**config.mk**
```make
export PLATFORM = sky130hd
export DESIGN_NAME = cpu8_program_sequencer
export DESIGN_NICKNAME = d
export VERILOG_FILES = /design/src/rtl/cpu8_program_sequencer.sv
export SDC_FILE = /design/constraint.sdc
export NUM_CORES = 1
export LEC_CHECK = 0
export CAP_MARGIN = 15
export CORE_MARGIN = 8
export CORE_UTILIZATION = 59
export DETAILED_ROUTE_END_ITERATION = 7
export PLACE_DENSITY = 0.79
export SYNTH_ARGS = -nofsm -noshare
export SYNTH_HDL_FRONTEND = slang
export SYNTH_SLANG_ARGS = --single-unit
```
**constraint.sdc**
```tcl
create_clock -name clk -period 2.7 [get_ports clk]
set_input_delay 0.27 -clock clk [delete_from_list [all_inputs] [get_ports clk]]
set_output_delay 0.27 -clock clk [all_outputs]
set_load 0.005 [all_outputs]
```
**src/rtl/cpu8_program_sequencer.sv**
```systemverilog
// Program sequencer for the 8-bit accumulator CPU.
// Loads a short program over a valid/ready byte port and replays it one byte per clock, once or looping.
module cpu8_program_sequencer #(
  parameter int DEPTH  = 16,
  parameter int ADDR_W = 4
) (
  input  logic              clk,
  input  logic              rst_n,
  input  logic              load_en,
  input  logic              load_valid,
  input  logic [7:0]        load_data,
  output logic              load_ready,
  input  logic              start,
  input  logic              stop,
  input  logic              loop_en,
  output logic [7:0]        instr_out,
  output logic              instr_valid,
  output logic [ADDR_W-1:0] pc,
  output logic [ADDR_W:0]   prog_len,
  output logic              busy,
  output logic              done
);

  typedef enum logic [1:0] {
    S_IDLE = 2'd0,
    S_LOAD = 2'd1,
    S_RUN  = 2'd2
  } state_t;

  localparam logic [ADDR_W:0]   LEN_FULL = DEPTH[ADDR_W:0];
  localparam logic [ADDR_W:0]   LEN_ONE  = 1;
  localparam logic [ADDR_W-1:0] PC_ONE   = 1;

  state_t            state_q, state_d;
  logic [ADDR_W:0]   prog_len_q, prog_len_d;
  logic [ADDR_W-1:0] pc_q, pc_d;
  logic [7:0]        instr_q, instr_d;
  logic              valid_q, valid_d;
  logic              done_q, done_d;
  logic              busy_q, busy_d;

  // Program storage is deliberately not reset; prog_len=0 guards stale contents.
  logic [7:0]        mem [DEPTH];
  logic              mem_we;
  logic              ready;
  logic              last_byte;
  logic [ADDR_W-1:0] pc_inc;

  assign ready     = (state_q == S_LOAD) && (prog_len_q < LEN_FULL);
  assign pc_inc    = pc_q + PC_ONE;
  assign last_byte = (({1'b0, pc_q} + LEN_ONE) == prog_len_q);

  always_comb begin
    state_d    = state_q;
    prog_len_d = prog_len_q;
    pc_d       = pc_q;
    instr_d    = 8'h00;
    valid_d    = 1'b0;
    done_d     = 1'b0;
    mem_we     = 1'b0;
    case (state_q)
      S_IDLE: begin
        if (load_en) begin
          state_d    = S_LOAD;
          prog_len_d = '0;
        end else if (start && (prog_len_q != '0)) begin
          state_d = S_RUN;
          pc_d    = '0;
          instr_d = mem[0];
          valid_d = 1'b1;
        end
      end
      S_LOAD: begin
        if (load_valid && ready) begin
          mem_we     = 1'b1;
          prog_len_d = prog_len_q + LEN_ONE;
        end
        if (!load_en) state_d = S_IDLE;
      end
      S_RUN: begin
        if (stop) begin
          state_d = S_IDLE;
          pc_d    = '0;
        end else if (last_byte) begin
          pc_d = '0;
          if (loop_en) begin
            instr_d = mem[0];
            valid_d = 1'b1;
          end else begin
            state_d = S_IDLE;
            done_d  = 1'b1;
          end
        end else begin
          pc_d    = pc_inc;
          instr_d = mem[pc_inc];
          valid_d = 1'b1;
        end
      end
      default: begin
        state_d = S_IDLE;
        pc_d    = '0;
      end
    endcase
    busy_d = (state_d != S_IDLE);
  end

  always_ff @(posedge clk or negedge rst_n) begin
    if (!rst_n) begin
      state_q    <= S_IDLE;
      prog_len_q <= '0;
      pc_q       <= '0;
      instr_q    <= 8'h00;
      valid_q    <= 1'b0;
      done_q     <= 1'b0;
      busy_q     <= 1'b0;
    end else begin
      state_q    <= state_d;
      prog_len_q <= prog_len_d;
      pc_q       <= pc_d;
      instr_q    <= instr_d;
      valid_q    <= valid_d;
      done_q     <= done_d;
      busy_q     <= busy_d;
    end
  end

  always_ff @(posedge clk) begin
    if (mem_we) mem[prog_len_q[ADDR_W-1:0]] <= load_data;
  end

  assign load_ready  = ready;
  assign instr_out   = instr_q;
  assign instr_valid = valid_q;
  assign pc          = pc_q;
  assign prog_len    = prog_len_q;
  assign busy        = busy_q;
  assign done        = done_q;

endmodule

```
# After elaboration in Yosys (flattened, before gate mapping)
# Memories as Yosys holds them, arrays and structs flattened.
# Index checks and enable logic that the tools add are counted.
# Widths: inputs -> output; s select.
[totals]
reg_bits = 22
ram_bits = 128
inputBits = 15
output_inout_bits = 21
word_cells = 64
memories = 1
[op_classes]
n_addsub = 3
order_cmp = 1
eq_ne = 7
n_mux = 35
bitwise_logic = 1
n_reduce_logical = 9
[mem_list]
columns = ["name", "depth", "width", "read_ports", "rd_ports_with_merged_regs", "wr", "line", "rtl"]
rows = [
  ["mem", 16, 8, 2, 0, 1, "43", "logic [7:0] mem [DEPTH];"],
]
[ops]
columns = ["op", "n"]
rows = [
  ["$mux 8", 5],
  ["$mux 4", 4],
  ["$pmux 8 s2", 1],
  ["$mux 1", 13],
  ["$mux 2", 6],
  ["$pmux 4 s3", 1],
  ["$mux 5", 2],
  ["$pmux 5 s2", 1],
  ["$ne 2x2->1 const B", 3],
  ["$pmux 2 s3", 1],
  ["$reduce_and 3->1", 2],
  ["$add 4x1->5 const B", 1],
  ["$add 5x1->5 const B", 1],
  ["$eq 5x5->1", 1],
  ["$lt 5x5->1 const B", 1],
  ["$reduce_bool 5->1", 1],
  ["$add 4x1->4 const B", 1],
  ["$reduce_bool 2->1", 2],
  ["$logic_and 1x1->1", 3],
  ["$eq 2x1->1 const B", 1],
  ["$eq 2x2->1 const B", 1],
  ["$logic_not 2->1", 1],
  ["$ne 2x1->1 const B", 1],
  ["$pmux 1 s2", 1],
  ["$not 1->1", 1],
]

# Longest topological paths before layout
[logic_depth]
ltp_word = 7
mapped_depth = 8
ltp_nobuf = 6

# Least setup slack after synthesis
# Ideal clock, no wire load.
[synth_path]
kind = "reg2reg"
startpoint = "register pc_q[1] (netlist: pc[1])"
endpoint = "register instr_q[1] (netlist: instr_out[1])"
setup_time_ns = 0.121
arrival_ns = 2.111
required_time_ns = 2.579
setup_slack_ns = 0.468
stages_incl_launch_ff = 9
path_buffers = 2
period_less_slack_ns = 2.232
cell_sequence = "dfrtp_1 > ha_1 > buf_2 > buf_4 > mux4_2 > nor2b_1 > a211oi_1 > a21oi_1 > a22o_1"
[synth_between]
elab_chain_cells = 5
elab_cells_between_ends = 7
classes_between = "2 x add/sub; 1 x eq/ne; 3 x mux; 1 x memory"
[synth_lines]
columns = ["element", "line", "rtl"]
rows = [
  ["start, declared", "36", "logic [ADDR_W-1:0] pc_q, pc_d;"],
  ["start signal, assigned", "119", "pc_q <= pc_d;"],
  ["$add 4x1->4 / $add 4x1->5 (equally long branches)", "50, 51", ""],
  ["$mem_v2 16x8 / $eq 5x5->1 (equally long branches)", "--", ""],
  ["$mux 8 *", "84", "end else if (last_byte) begin"],
  ["$mux 8 *", "81", "if (stop) begin"],
  ["$pmux 8 s2 *", "61", "case (state_q)"],
  ["net instr_d[1]", "37", "logic [7:0] instr_q, instr_d;"],
  ["end signal, assigned", "120", "instr_q <= instr_d;"],
  ["end, declared", "37", ""],
]
# Mark *: on every way through the listed nets, which the timed path passes. The rest lies on a longest branch.
# A chain may end at the register's enable or synchronous reset.

# Final worst setup path
[layout_path]
startpoint = "register pc_q[0] (netlist: pc[0])"
endpoint = "register pc_q[0] (netlist: pc[0])"
[layout_between]
elab_chain_cells = 5
elab_cells_between_ends = 6
classes_between = "2 x add/sub; 1 x eq/ne; 3 x mux"
[layout_lines]
columns = ["element", "line", "rtl"]
rows = [
  ["$add 4x1->5", "51", "assign last_byte = (({1'b0, pc_q} + LEN_ONE) == prog_len_q);"],
  ["$eq 5x5->1", "51", ""],
  ["$mux 4 *", "84", ""],
  ["$mux 4 *", "81", ""],
  ["$pmux 4 s3 *", "61", ""],
]
# Mark *: on every way between the ends. The rest lies on a longest branch, timed or not.

==> run_summary.xml <==
<?xml version="1.0" encoding="UTF-8"?>
<metrics>
  <group name="run_status">
    <metric name="outcome" unit="">completed</metric>
  </group>
  <group name="floorplanning">
    <metric name="die_w" unit="µm">117.1</metric>
    <metric name="core-area" unit="µm²">10140</metric>
    <metric name="boundaryPins" unit="">36</metric>
    <metric name="starting_density_of_the_core" unit="%">59.51</metric>
    <metric name="die_area" unit="µm²">13720</metric>
    <metric name="std_cell_rows" unit="">37</metric>
    <metric name="die_height" unit="µm">117.1</metric>
  </group>
  <group name="synthesis">
    <metric name="flip_flop_cell_with_the_highest_count_after_synthesis" unit="">edfxtp_1</metric>
    <metric name="synth_enable_flop_cells" unit="">128</metric>
    <metric name="netlist-cell-type-count" unit="">39</metric>
    <metric name="synthTopCellsByArea" unit="">edfxtp_1 (64%), mux4_2 (12%), dfrtp_1 (9.1%), a22o_1 (1.5%), nor2_1 (1.4%)</metric>
    <metric name="avgSynthCellArea" unit="µm²">18.68</metric>
    <metric name="ys_ff_latch" unit="">150</metric>
    <metric name="netlist_top_cells_count" unit="">edfxtp_1 (128), mux4_2 (32), dfrtp_1 (22), nor2_1 (22), buf_2 (12)</metric>
    <metric name="synth.top_cell.area_share" unit="%">63.71</metric>
    <metric name="async_set_or_reset_flop_fraction_in_the_synthesized_netlist" unit="%">14.67</metric>
    <metric name="synthesis.nets" unit="">343</metric>
    <metric name="synth.yosys.seq_area_share" unit="%">72.83</metric>
    <metric name="synth_area_leader_cell" unit="">edfxtp_1</metric>
    <metric name="synthesis_warnings" unit="">0</metric>
    <metric name="post_synth_inst_count" unit="">323</metric>
    <metric name="netlist_area" unit="µm²">6033</metric>
    <metric name="synthMostInstantiatedCell" unit="">edfxtp_1</metric>
  </group>
  <group name="setup_path">
    <metric name="worst-r2r-setup-slack" unit="ps">310</metric>
    <metric name="cp_max_fo" unit="">36</metric>
    <metric name="cp_data_required_time" unit="ps">3110</metric>
    <metric name="worst_r2r_src" unit="">pc[0]$_DFFE_PN0P_</metric>
    <metric name="timing_worst_setup_path_type" unit="">reg -&gt; reg</metric>
    <metric name="rr_worst_depth" unit="">6</metric>
    <metric name="regToRegEndpoint" unit="">pc[0]$_DFFE_PN0P_</metric>
    <metric name="cp.arrival" unit="ps">2800</metric>
    <metric name="setup.worst_path.start_class" unit="">register</metric>
    <metric name="crit_path_capture_type" unit="">register</metric>
  </group>
  <group name="pwr">
    <metric name="power.switching_fraction" unit="%">27.94</metric>
    <metric name="net-switching-power" unit="W">0.001774</metric>
    <metric name="leak" unit="nW">2.409</metric>
    <metric name="worst_vdd_ir" unit="V">0.0004712</metric>
    <metric name="power.density_cell_area" unit="nW/µm²">884.0</metric>
    <metric name="p_int" unit="W">0.004575</metric>
    <metric name="clkPwrFrac" unit="%">32.3</metric>
    <metric name="comb_power_share" unit="%">25.3</metric>
    <metric name="seq_power_share" unit="%">42.3</metric>
  </group>
  <group name="sta">
    <metric name="final_min_period_over_clock_period" unit="%">88.39</metric>
    <metric name="finalSetupViolCount" unit="">0</metric>
    <metric name="min_period" unit="ps">2387</metric>
    <metric name="worst_slew_pin_slew" unit="ps">665.7</metric>
    <metric name="max_clock_freq" unit="MHz">419.0</metric>
    <metric name="max-slew-margin-rel" unit="%">55.48</metric>
    <metric name="rsz0062_at_grt" unit="">no</metric>
    <metric name="setup-tns-final" unit="ps">0</metric>
    <metric name="hold_violations" unit="">0</metric>
    <metric name="final-max-slew-violation-count" unit="">0</metric>
    <metric name="fin_skew" unit="ps">7.618</metric>
  </group>
  <group name="routing">
    <metric name="drt-vias-per-instance" unit="">5.934</metric>
    <metric name="met2_wirelength" unit="µm">6220</metric>
    <metric name="via_count" unit="">3169</metric>
    <metric name="drt-initial-drc-count" unit="">332</metric>
    <metric name="detail_route.wirelength" unit="µm">12220</metric>
    <metric name="detail_route.first_pass.iterations" unit="">4</metric>
    <metric name="topRoutingLayerUsed" unit="">met4</metric>
    <metric name="met3WireLength" unit="µm">708</metric>
    <metric name="route.antenna.remaining_nets" unit="">0</metric>
    <metric name="drt-met1-wl" unit="µm">5154</metric>
    <metric name="post_drt_wl_per_cell" unit="µm">22.89</metric>
    <metric name="drcViolationCount" unit="">0</metric>
  </group>
  <group name="grt">
    <metric name="grt.overflow.total" unit="">0</metric>
    <metric name="grt_antenna_before_repair" unit="">0</metric>
    <metric name="via_count_of_the_first_global_routing_pass" unit="">3312</metric>
    <metric name="grt_first_pass_wirelength" unit="µm">18930</metric>
    <metric name="groute.usage.overall" unit="%">19.78</metric>
    <metric name="grt_max_degree" unit="">37</metric>
  </group>
  <group name="clocking">
    <metric name="cts_sinks" unit="">150</metric>
    <metric name="cts.hold.buffers_added" unit="">0</metric>
    <metric name="cts_max_path_buffers" unit="">2</metric>
    <metric name="root_buffer" unit="">clkbuf_8</metric>
    <metric name="ctsResizeCount" unit="">0</metric>
    <metric name="clk_transition_reported_paths" unit="ps">60</metric>
    <metric name="cts_max_level" unit="">4</metric>
    <metric name="postCtsSetupRepairBufs" unit="">0</metric>
    <metric name="worst_skew_pair.late_latency" unit="ps">530</metric>
    <metric name="tritoncts.num_buffers" unit="">17</metric>
    <metric name="cts_tree" unit="">done</metric>
  </group>
  <group name="hold_path">
    <metric name="min-delay-path-class" unit="">in -&gt; async</metric>
  </group>
  <group name="cells_and_area">
    <metric name="num-nets-final" unit="">405</metric>
    <metric name="synthToLayoutAreaGrowth" unit="%">19.02</metric>
    <metric name="insertedDiodeCount" unit="">0</metric>
    <metric name="area_taken_by_multi_input_logic_gates" unit="µm²">1526</metric>
    <metric name="fin_area" unit="µm²">7181</metric>
    <metric name="layout.filler_cells" unit="">588</metric>
    <metric name="drive_gt1_share" unit="%">22.86</metric>
    <metric name="area_taken_by_flip_flops_and_latches" unit="µm²">4395</metric>
  </group>
  <group name="placed_design">
    <metric name="place_congestion" unit="">0.8090</metric>
    <metric name="postPlaceCellArea" unit="µm²">6658</metric>
    <metric name="final_hpwl_dp" unit="µm">7851</metric>
    <metric name="portBuffers" unit="">35</metric>
  </group>
  <group name="run">
    <metric name="drv.max_cap_violation_count" unit="">0</metric>
  </group>
</metrics>
==> registers in the layout, indices dropped and copies added (netlist names) <==
signal and cells:
instr_valid 1, mem 128, prog_len 5, state_q 2
pc 4, busy 1, instr_out 8, done 1
==> placed cells by master (no fill, tap or decap), types with 4 or more instances in the layout <==
cell type	instances
edfxtp_1	128
clkdlybuf4s50_1	35
mux4_2	32
buf_4	23
nor2_1	22
dfrtp_1	21
clkbuf_16	16
nand2_1	10
a22o_1	10
mux2i_1	8
nor2b_1	8
a211oi_1	8
a21oi_1	8
clkinvlp_4	7
inv_1	6
nor3_1	6
ha_1	5
xnor2_1	4
==> routing by layer <==
| metal | GRT usage (%) | up-vias |
|---|---|---|
| met1 | 25.46 | 1645 |
| met3 | 4.464 | 13 |
| met2 | 32.48 | 103 |
| li1 | - | 1408 |
| met5 | 0 | - |
| met4 | 7.338 | 0 |
==> layout make-up <==
class | instances | share of cell area, %
multi-input combinational | 151 | 21.26
timing repair buffer | 59 | 7.562
sequential | 150 | 61.21
clock buffer | 18 | 5.820
tap | 136 | 2.370
inverter | 6 | 0.3136
clock inverter | 14 | 1.464
==> critical path: stages, from the launching register on <==
cell	delay (ps)
dfrtp_2	370
buf_4	530
nand3_1	250
xnor2_1	200
a211o_1	290
and2_1	300
mux2_2	310
==> worst max path at each step <==
| stage | startpoint | endpoint | slack [ps] | cells past startpoint |
|---|---|---|---|---|
| 2_1_floorplan | pc[1]$_DFFE_PN0P_ | instr_out[1]$_DFF_PN0_ | 470 | 8 |
| 3_3_place_gp | pc[0]$_DFFE_PN0P_ | pc[0]$_DFFE_PN0P_ | 360 | 6 |
| 3_5_place_dp | pc[1]$_DFFE_PN0P_ | instr_out[0]$_DFF_PN0_ | 300 | 7 |
| 4_1_cts | pc[0]$_DFFE_PN0P_ | pc[0]$_DFFE_PN0P_ | 280 | 6 |
| 5_1_grt | pc[0]$_DFFE_PN0P_ | pc[0]$_DFFE_PN0P_ | 170 | 6 |
| 6_report | pc[0]$_DFFE_PN0P_ | pc[0]$_DFFE_PN0P_ | 310 | 6 |
==> stage by stage <==
step | worst slack (ps) | hold WS, ps | total power (W) | cells | util [%]
floorplan | 468.1 | -25.59 | 0.003835 | 323 | -
global placement | 357.6 | 487.0 | 0.004303 | 502 | 65.67
detailed placement | 300.7 | 490.6 | 0.004350 | 502 | 65.67
CTS | 284.0 | 87.61 | 0.006381 | 534 | 70.83
global route | 168.5 | 110.3 | 0.006589 | 534 | 70.83
finish | 313.4 | 89.65 | 0.006348 | 534 | 70.83
==> cells by family after synthesis <==
| logic type | after synthesis | synth area share (%) |
|---|---|---|
| flops | 150 | 72.83 |
| simple gates | 59 | 4.749 |
| mux | 42 | 13.65 |
| compound gates | 37 | 4.583 |
| buf+inv | 22 | 1.866 |
| xor+xnor | 8 | 1.286 |
| fa+ha+maj | 5 | 1.037 |
==> power groups by stage <==
stage          clock network, W  logic (W)  registers (W)
2_1_floorplan                 0    0.00112        0.00271
3_3_place_gp                  0    0.00158        0.00272
3_5_place_dp                  0    0.00162        0.00273
4_1_cts                 0.00207    0.00163        0.00269
5_1_grt                 0.00218    0.00172        0.00270
6_report                0.00205    0.00161        0.00269
Note: power is estimated with default switching activity, not from simulation.
